<file path="src/rtl/alu_multicycle_if.sv">
// Handshake bundle between pipeline control and the execute-stage ALU.
// Master is the pipeline side; slave is the ALU.
interface alu_multicycle_if #(
  parameter int DATA_W = 64
);
  logic              flush;
  logic              in_valid;
  logic              in_ready;
  logic [3:0]        alu_control;
  logic [DATA_W-1:0] operand_a;
  logic [DATA_W-1:0] operand_b;
  logic              out_valid;
  logic [DATA_W-1:0] result;
  logic              zero;
  logic              busy;

  modport master (
    output flush, in_valid, alu_control,
    output operand_a, operand_b,
    input  in_ready, out_valid, result,
    input  zero, busy
  );

  modport slave (
    input  flush, in_valid, alu_control,
    input  operand_a, operand_b,
    output in_ready, out_valid, result,
    output zero, busy
  );
endinterface

</file>
<file path="src/rtl/alu_multicycle.sv">
// Execute-stage ALU: registered single-cycle ops plus an
// iterative radix-2 shift-add multiplier that stalls the pipe.
module alu_multicycle #(
  parameter int DATA_W  = 64,
  parameter int SHAMT_W = $clog2(DATA_W)
) (
  input logic             clk,
  input logic             rst,
  alu_multicycle_if.slave bus
);
  localparam int CNT_W = SHAMT_W + 1;

  typedef enum logic [0:0] {
    S_IDLE,
    S_MUL
  } state_t;

  state_t            r_state;
  state_t            w_state_nxt;
  logic [DATA_W-1:0] r_mcand;
  logic [DATA_W-1:0] r_mplier;
  logic [DATA_W-1:0] r_acc;
  logic [CNT_W-1:0]  r_cnt;
  logic [DATA_W-1:0] r_result;
  logic              r_zero;
  logic              r_out_valid;

  logic              w_ready;
  logic              w_accept;
  logic              w_is_mul;
  logic              w_mul_last;
  logic [SHAMT_W-1:0] w_shamt;
  logic [DATA_W-1:0] w_alu;
  logic [DATA_W-1:0] w_acc_nxt;

  assign w_ready    = (r_state == S_IDLE) & ~bus.flush;
  assign w_accept   = bus.in_valid & w_ready;
  assign w_is_mul   = (bus.alu_control == 4'd8);
  assign w_mul_last = (r_state == S_MUL) & (r_cnt == CNT_W'(1));
  assign w_shamt    = bus.operand_b[SHAMT_W-1:0];
  assign w_acc_nxt  = r_mplier[0] ? r_acc + r_mcand : r_acc;

  always_comb begin
    w_alu = '0;
    case (bus.alu_control)
      4'd0: w_alu = bus.operand_a & bus.operand_b;
      4'd1: w_alu = bus.operand_a | bus.operand_b;
      4'd2: w_alu = bus.operand_a + bus.operand_b;
      4'd3: w_alu = bus.operand_a << w_shamt;
      4'd4: w_alu = bus.operand_a >> w_shamt;
      4'd6: w_alu = bus.operand_a - bus.operand_b;
      4'd7: w_alu = {{(DATA_W-1){1'b0}},
                     $signed(bus.operand_a) < $signed(bus.operand_b)};
      default: w_alu = '0;
    endcase
  end

  always_ff @(posedge clk) begin
    if (rst) r_state <= S_IDLE;
    else     r_state <= w_state_nxt;
  end

  always_comb begin
    w_state_nxt = r_state;
    if (bus.flush) begin
      w_state_nxt = S_IDLE;
    end else begin
      case (r_state)
        S_IDLE: if (w_accept && w_is_mul) w_state_nxt = S_MUL;
        S_MUL:  if (w_mul_last) w_state_nxt = S_IDLE;
        default: w_state_nxt = S_IDLE;
      endcase
    end
  end

  always_ff @(posedge clk) begin
    if (rst) begin
      r_mcand     <= '0;
      r_mplier    <= '0;
      r_acc       <= '0;
      r_cnt       <= '0;
      r_result    <= '0;
      r_zero      <= 1'b1;
      r_out_valid <= 1'b0;
    end else begin
      r_out_valid <= 1'b0;
      if (bus.flush) begin
        r_cnt <= '0;
      end else if (w_accept) begin
        if (w_is_mul) begin
          r_mcand  <= bus.operand_a;
          r_mplier <= bus.operand_b;
          r_acc    <= '0;
          r_cnt    <= CNT_W'(DATA_W);
        end else begin
          r_result    <= w_alu;
          r_zero      <= (w_alu == '0);
          r_out_valid <= 1'b1;
        end
      end else if (r_state == S_MUL) begin
        r_acc    <= w_acc_nxt;
        r_mcand  <= r_mcand << 1;
        r_mplier <= r_mplier >> 1;
        r_cnt    <= r_cnt - CNT_W'(1);
        // final step folds in the last partial product
        if (w_mul_last) begin
          r_result    <= w_acc_nxt;
          r_zero      <= (w_acc_nxt == '0);
          r_out_valid <= 1'b1;
        end
      end
    end
  end

  assign bus.in_ready  = w_ready;
  assign bus.out_valid = r_out_valid;
  assign bus.result    = r_result;
  assign bus.zero      = r_zero;
  assign bus.busy      = (r_state == S_MUL);
endmodule

</file>
<file path="src/flat_wrapper.sv">
// flat-port wrapper written by rule: the top's interface ports become plain ports
module alu_multicycle_flat 
#(
  parameter int DATA_W  = 64,
  parameter int SHAMT_W = $clog2(DATA_W)
)
  (clk, rst, bus_flush, bus_in_valid, bus_alu_control, bus_operand_a, bus_operand_b, bus_in_ready, bus_out_valid, bus_result, bus_zero, bus_busy);
  alu_multicycle_if #(.DATA_W(DATA_W)) bus_i ();
  input logic clk;
  input logic rst;
  input wire logic [$bits(bus_i.flush)-1:0] bus_flush;
  input wire logic [$bits(bus_i.in_valid)-1:0] bus_in_valid;
  input wire logic [$bits(bus_i.alu_control)-1:0] bus_alu_control;
  input wire logic [$bits(bus_i.operand_a)-1:0] bus_operand_a;
  input wire logic [$bits(bus_i.operand_b)-1:0] bus_operand_b;
  output wire logic [$bits(bus_i.in_ready)-1:0] bus_in_ready;
  output wire logic [$bits(bus_i.out_valid)-1:0] bus_out_valid;
  output wire logic [$bits(bus_i.result)-1:0] bus_result;
  output wire logic [$bits(bus_i.zero)-1:0] bus_zero;
  output wire logic [$bits(bus_i.busy)-1:0] bus_busy;
  assign bus_i.flush = bus_flush;
  assign bus_i.in_valid = bus_in_valid;
  assign bus_i.alu_control = bus_alu_control;
  assign bus_i.operand_a = bus_operand_a;
  assign bus_i.operand_b = bus_operand_b;
  assign bus_in_ready = bus_i.in_ready;
  assign bus_out_valid = bus_i.out_valid;
  assign bus_result = bus_i.result;
  assign bus_zero = bus_i.zero;
  assign bus_busy = bus_i.busy;
  alu_multicycle #(.DATA_W(DATA_W), .SHAMT_W(SHAMT_W)) u_core (.clk(clk), .rst(rst), .bus(bus_i));
endmodule
</file>
<file path="config.mk">
export PLATFORM = sky130hd
export DESIGN_NAME = alu_multicycle_flat
export DESIGN_NICKNAME = d
export VERILOG_FILES = /design/src/rtl/alu_multicycle_if.sv /design/src/rtl/alu_multicycle.sv /design/src/flat_wrapper.sv
export SDC_FILE = /design/constraint.sdc
export NUM_CORES = 2
export LEC_CHECK = 0
export CORE_MARGIN = 2
export CORE_UTILIZATION = 45
export CTS_CLUSTER_SIZE = 10
export DETAILED_ROUTE_END_ITERATION = 6
export PLACE_DENSITY_LB_ADDON = 0.2
export SLEW_MARGIN = 20
export SYNTH_ARGS = -nofsm -noshare
export SYNTH_HDL_FRONTEND = slang
export SYNTH_SLANG_ARGS = --single-unit
</file>
<file path="constraint.sdc">
create_clock -name clk -period 5.2 [get_ports clk]
set_clock_uncertainty 0.05 [all_clocks]
set_input_delay 0.52 -clock clk [delete_from_list [all_inputs] [get_ports clk]]
set_output_delay 0.52 -clock clk [all_outputs]
set_load 0.03 [all_outputs]
</file>
Word level (Yosys, flattened, before mapping)
Index checks and enable logic that the tools add are counted.
Operators by class
  $add $sub $neg: 4
  $lt $le $gt $ge: 1
  equality and inequality tests: 10
  shift-type cells: 2
  mux-type cells: 29
  bitwise gates (word level): 7
  reductions and logical operators: 10
Operators by type and width (number)
  $mux W64: 14
  $pmux W64 S7: 1
  $add A64 B64 Y64: 2
  $logic_not A64 Y1: 2
  $and A64 B64 Y64: 1
  $lt A64 B64 Y1: 1
  $or A64 B64 Y64: 1
  $shl A64 B6 Y64: 1
  $shr A64 B6 Y64: 1
  $sub A64 B64 Y64: 1
  $mux W7: 3
  $eq A4 B3 Y1 const B: 3
  $mux W1: 10
  $eq A4 B2 Y1 const B: 2
  $eq A7 B1 Y1 const B: 1
  $sub A7 B1 Y7 const B: 1
  $eq A4 B1 Y1 const B: 1
  $eq A4 B4 Y1 const B: 1
  $logic_not A4 Y1: 1
  $ne A2 B2 Y1 const B: 2
  $reduce_and A4 Y1: 1
  $reduce_bool A2 Y1: 2
  $and A1 B1 Y1: 3
  $reduce_and A3 Y1: 1
  other kinds (5): 6
Storage, ports and cells
  flip-flop bits (word level): 266
  word-level logic and storage cells: 71

Depth between registers and ports, before layout
  depth in word-level cells: 6
  mapped depth: 22

Worst setup path after synthesis
No wires, ideal clock.
  kind: in2reg
  start: input bus_operand_b[2]
  end: register u_core.r_zero (netlist: u_core.bus.zero)
  setup time: 0.059 ns
  arrival: 5.538 ns
  path slack: -0.448 ns
  stages on the path: 22
  path buffers: 6
  cell sequence: inv_1 buf_2 buf_1 buf_1 clkbuf_1 buf_1 ha_1 clkbuf_1 nor2b_1 o31a_1 o41ai_1 o311ai_1 o21ai_0 xnor2_1 a221oi_1 nor4b_1 nand4_1 nor4_1 nand4_1 nor4_1 a221oi_1 nand2_1
On the way
  cells in the longest elaborated chain, start to end: 5
  elaborated cells between the ends (all ways): 11
Ends and longest elaborated chain
  from (decl): line flat_wrapper.sv:15  | input wire logic [$bits(bus_i.operand_b)-1:0] bus_operand_b;
  $sub A64 B64 Y64, or another cell as far along: line alu_multicycle.sv:51  | 4'd6: w_alu = bus.operand_a - bus.operand_b;
  $pmux W64 S7 *: line alu_multicycle.sv:45  | case (bus.alu_control)
  $logic_not A64 Y1 *: line alu_multicycle.sv:97  | r_zero <= (w_alu == '0);
  $mux W1 *: line alu_multicycle.sv:90  | if (w_is_mul) begin
  $mux W1 *: line alu_multicycle.sv:89  | end else if (w_accept) begin
  to (signal assigned): line alu_multicycle.sv:97
  to (signal assigned): line alu_multicycle.sv:108  | r_zero <= (w_acc_nxt == '0);
  to (decl): line alu_multicycle.sv:25  | logic r_zero;
Every way passes the cells marked *; elsewhere a longest branch is shown, timed or not. The select of a mux whose other input is x is not followed.
A chain may end at the register's enable or synchronous reset.

Worst setup path after layout
  start: register u_core.r_mcand[5]
  end: register u_core.r_zero (netlist: u_core.bus.zero)
On the way
  cells in the longest elaborated chain, start to end: 6
Ends and longest elaborated chain
  from (decl): line alu_multicycle.sv:20  | logic [DATA_W-1:0] r_mcand;
  from (signal assigned): line alu_multicycle.sv:91  | r_mcand <= bus.operand_a;
  from (signal assigned): line alu_multicycle.sv:102  | r_mcand <= r_mcand << 1;
  $add A64 B64 Y64: line alu_multicycle.sv:41  | assign w_acc_nxt = r_mplier[0] ? r_acc + r_mcand : r_acc;
  $mux W64: line alu_multicycle.sv:41
  $logic_not A64 Y1: line alu_multicycle.sv:108
  $mux W1: line alu_multicycle.sv:106  | if (w_mul_last) begin
  $mux W1: line alu_multicycle.sv:100  | end else if (r_state == S_MUL) begin
  $mux W1: line alu_multicycle.sv:89
Every way passes these cells. The select of a mux whose other input is x is not followed.

==> flow_summary_export.csv <==
group,metric,value,unit
place,io_buffers,203,
cts,post_cts_resized,1,
setup_path,cp.arrival,5.66,ns
setup_path,worstSetupPathType,"register to register",
logic_synthesis,netlist_instances,5363,
timing,max_slew_margin,19.8,%
route,wl_per_cell,34.2,um
logic_synthesis,syn_area,0.0376,sq mm
cells_and_area,seqCellArea,0.00533,sq mm
grt,antenna_found_initial,18,
route,top_layer,"met5",
logic_synthesis,synth-edff-count,0,
timing,period_needed,5.15,ns
place,dpl_worst_slack,-0.355,ns
cells_and_area,multiInputGateArea,0.0297,sq mm
cts,clkTransAtPathRegs,0.06,ns
setup_path,crit_required,5.71,ns
die,die_w,293,um
cts,cts_tree,"built",
die,die-area,0.0860,sq mm
timing,max_freq,194,MHz
setup_path,cp_max_fo,4,
route,vias,51400,
logic_synthesis,synth.avg_cell_area,7.02,sq um
outcome,status,"finished, violations left",
route,postRouteAntennaNets,0,
cts,cts_root_buffer,"clkbuf_16",
cells_and_area,area_growth,30.0,%
logic_synthesis,synthFlopType,"dfxtp_1",
power_and_ir_drop,max-vdd-ir-drop,0.234,mV
timing,setup_violations,0,
route,viasPerCell,7.06,
timing,final.setup.tns,0,ns
route,route.met3.wl,35.7,mm
route,drt-pass1-iter-count,7,
cts,cts_setup_buffers,0,
logic_synthesis,ys_seq_elements,266,
die,die_h,293,um
hold_path,timing.hold.worst.class,"input pin to register",
logic_synthesis,yosysWarnings,0,
cts,htreeDepth,2,
logic_synthesis,ys_seq_area_share,14.2,%
die,coreArea,0.0833,sq mm
cts,clk_path_buf_depth,3,
die,num_io_pins,204,
route,drcViolationCount,13,
cells_and_area,drive_gt1_share,22.2,%
route,met1_length,88.1,mm
cts,cts_hold_buf,0,
die,rows,106,
timing,slew_violations,0,
logic_synthesis,async_flop_share,0,%
power_and_ir_drop,leakage,20.4,nW
grt,grt_pass1_wl,347,mm
power_and_ir_drop,power.density,187,mW/mm^2
logic_synthesis,ys_types,92,
cells_and_area,final_nets,6567,
timing,fin_ws,0.0537,ns
cells_and_area,nFillCells,7836,
cts,cts_made_buffers,36,
job,maxCapViolCount,0,
place,gp_congestion,1.18,
timing,fin_crit_sh,99.0,%
cts,clk_latency,0.66,ns
die,start_util,45.2,%
grt,grt_overflow,0,
timing,tightest_slew,1.17,ns
route,route.met2.wl,96.0,mm
place,hpwl,201,mm
setup_path,critPathLaunchType,"register",
grt,grt_max_degree,148,
timing,rsz0062_at_grt,"no",
cts,cts.sinks,266,
grt,grt_pass1_vias,47500,
outcome,violations,"design-rule violations",
route,wl,249,mm
timing,hold_violations,0,
logic_synthesis,syn-num-nets,5762,
route,detailedRoute.firstIterationViolations,8286,
grt,track_usage,55.9,%
setup_path,end_kind,"register",
==> flip-flops by register name (all words and copies together) (netlist names) <==
| register | count |
|---|---|
| u_core.r_mcand | 64 |
| u_core.bus.result | 64 |
| u_core.bus.busy | 1 |
| u_core.r_acc | 64 |
| u_core.bus.zero | 1 |
| u_core.r_mplier | 64 |
| u_core.r_cnt | 7 |
| u_core.bus.out_valid | 1 |
==> cell families after synthesis <==
family | after synthesis | synth area share, %
AOI/OAI and AO/OA | 1647 | 29.5
xor gates and xnor gates | 97 | 2.26
adders and majority gates | 263 | 8.80
buffers and inverters | 714 | 7.47
DFF | 266 | 14.2
muxes | 414 | 14.6
and+or+nand+nor | 1962 | 23.2
==> synthesized netlist by cell type, types with 59 or more instances <==
cell      instances  area, sq um
a311oi_1        135         1180
mux4_2           99         2230
nor2_1          652         2450
inv_1           245          920
nor3_1          106          531
nand3_1          84          420
clkbuf_1        341         1280
dfxtp_1         266         5330
o31ai_1          59          443
o211ai_1         75          563
o21ai_0         249         1250
ha_1            260         3250
mux2_2           92         1040
o22ai_1          63          394
mux2i_1         222         2220
nand2_1         721         2710
a211oi_1         77          578
a21oi_1         464         2320
nand4_1          89          557
nor4_1           75          469
==> path summary, 6_finish.rpt <==
path                               from               endpoint  slack, ns  cells past startpoint
setup / recovery      u_core.r_mcand[5]        u_core.bus.zero       0.05                     17
hold / removal                      rst     u_core.r_mcand[20]       0.12                      2
setup reg to reg      u_core.r_mcand[5]        u_core.bus.zero       0.05                     17
hold reg to reg   u_core.bus.result[29]  u_core.bus.result[29]       0.40                      2
==> per-layer routing <==
| metal | up-vias | global-route usage [%] |
|---|---|---|
| li1 | 21400 | - |
| met4 | 8 | 50.4 |
| met2 | 4632 | 77.8 |
| met3 | 1355 | 20.5 |
| met1 | 24000 | 66.8 |
| met5 | - | 0.510 |
==> power by group <==
part	leakage [nW]	switching [mW]	total (mW)	internal (mW)
combinational	17.7	2.77	4.43	1.67
clock	0.561	1.09	2.62	1.52
sequential	2.15	0.0239	2.09	2.06
total	20.4	3.89	9.14	5.25
==> stage by stage <==
stage | total power, mW | utilization, % | area (sq um) | std cells | hold WS, ns
after floorplan | 4.04 | - | 37700 | 5363 | 0.395
after global placement | 6.25 | 57.2 | 47700 | 7209 | 0.388
after detailed placement | 6.25 | 57.2 | 47700 | 7209 | 0.395
after CTS | 8.84 | 58.6 | 48800 | 7262 | 0.111
after global routing | 9.25 | 58.7 | 48900 | 7264 | 0.0998
final | 9.14 | 58.7 | 48900 | 7279 | 0.121
==> final cells by class <==
| cell class | instances | area share (%) |
|---|---|---|
| multi-input cells | 4383 | 60.6 |
| repair buffers | 1234 | 21.4 |
| flip-flops and latches | 266 | 10.9 |
| well taps | 1080 | 2.76 |
| clock buffers | 45 | 2.01 |
| inverters | 247 | 1.90 |
| clock inverters | 8 | 0.332 |
| diodes | 16 | 0.0818 |
==> layout by cell type (no fill, tap or decap), drive strengths merged, types with 60 or more instances in the layout <==
master and count:
nand2 721, inv 247, a21oi 468, mux2 93, o31ai 60, ha 260
clkdlybuf4s50 195, nand4 89, mux2i 222, buf 1037, dfxtp 266, nor3 106
mux4 99, o22ai 63, nor2 652, a311oi 136, a211oi 77, nand3 84
o211ai 75, o21ai 252, nor4 75
==> worst max-delay path, stage by stage (launching register included) <==
cell      delay (ns)
dfxtp_1         0.49
ha_1            0.34
buf_4           0.16
a21oi_1         0.18
o22ai_1         0.16
o21ai_0         0.27
o311ai_2        0.23
xor2_1          0.21
or3_1           0.40
o31ai_1         0.31
nand2_1         0.10
or4_1           0.46
or4_1           0.51
nor4_1          0.27
buf_4           0.17
nand4_1         0.12
or4_4           0.55
nand2_1         0.09
Power figures use the tool's default switching activity.
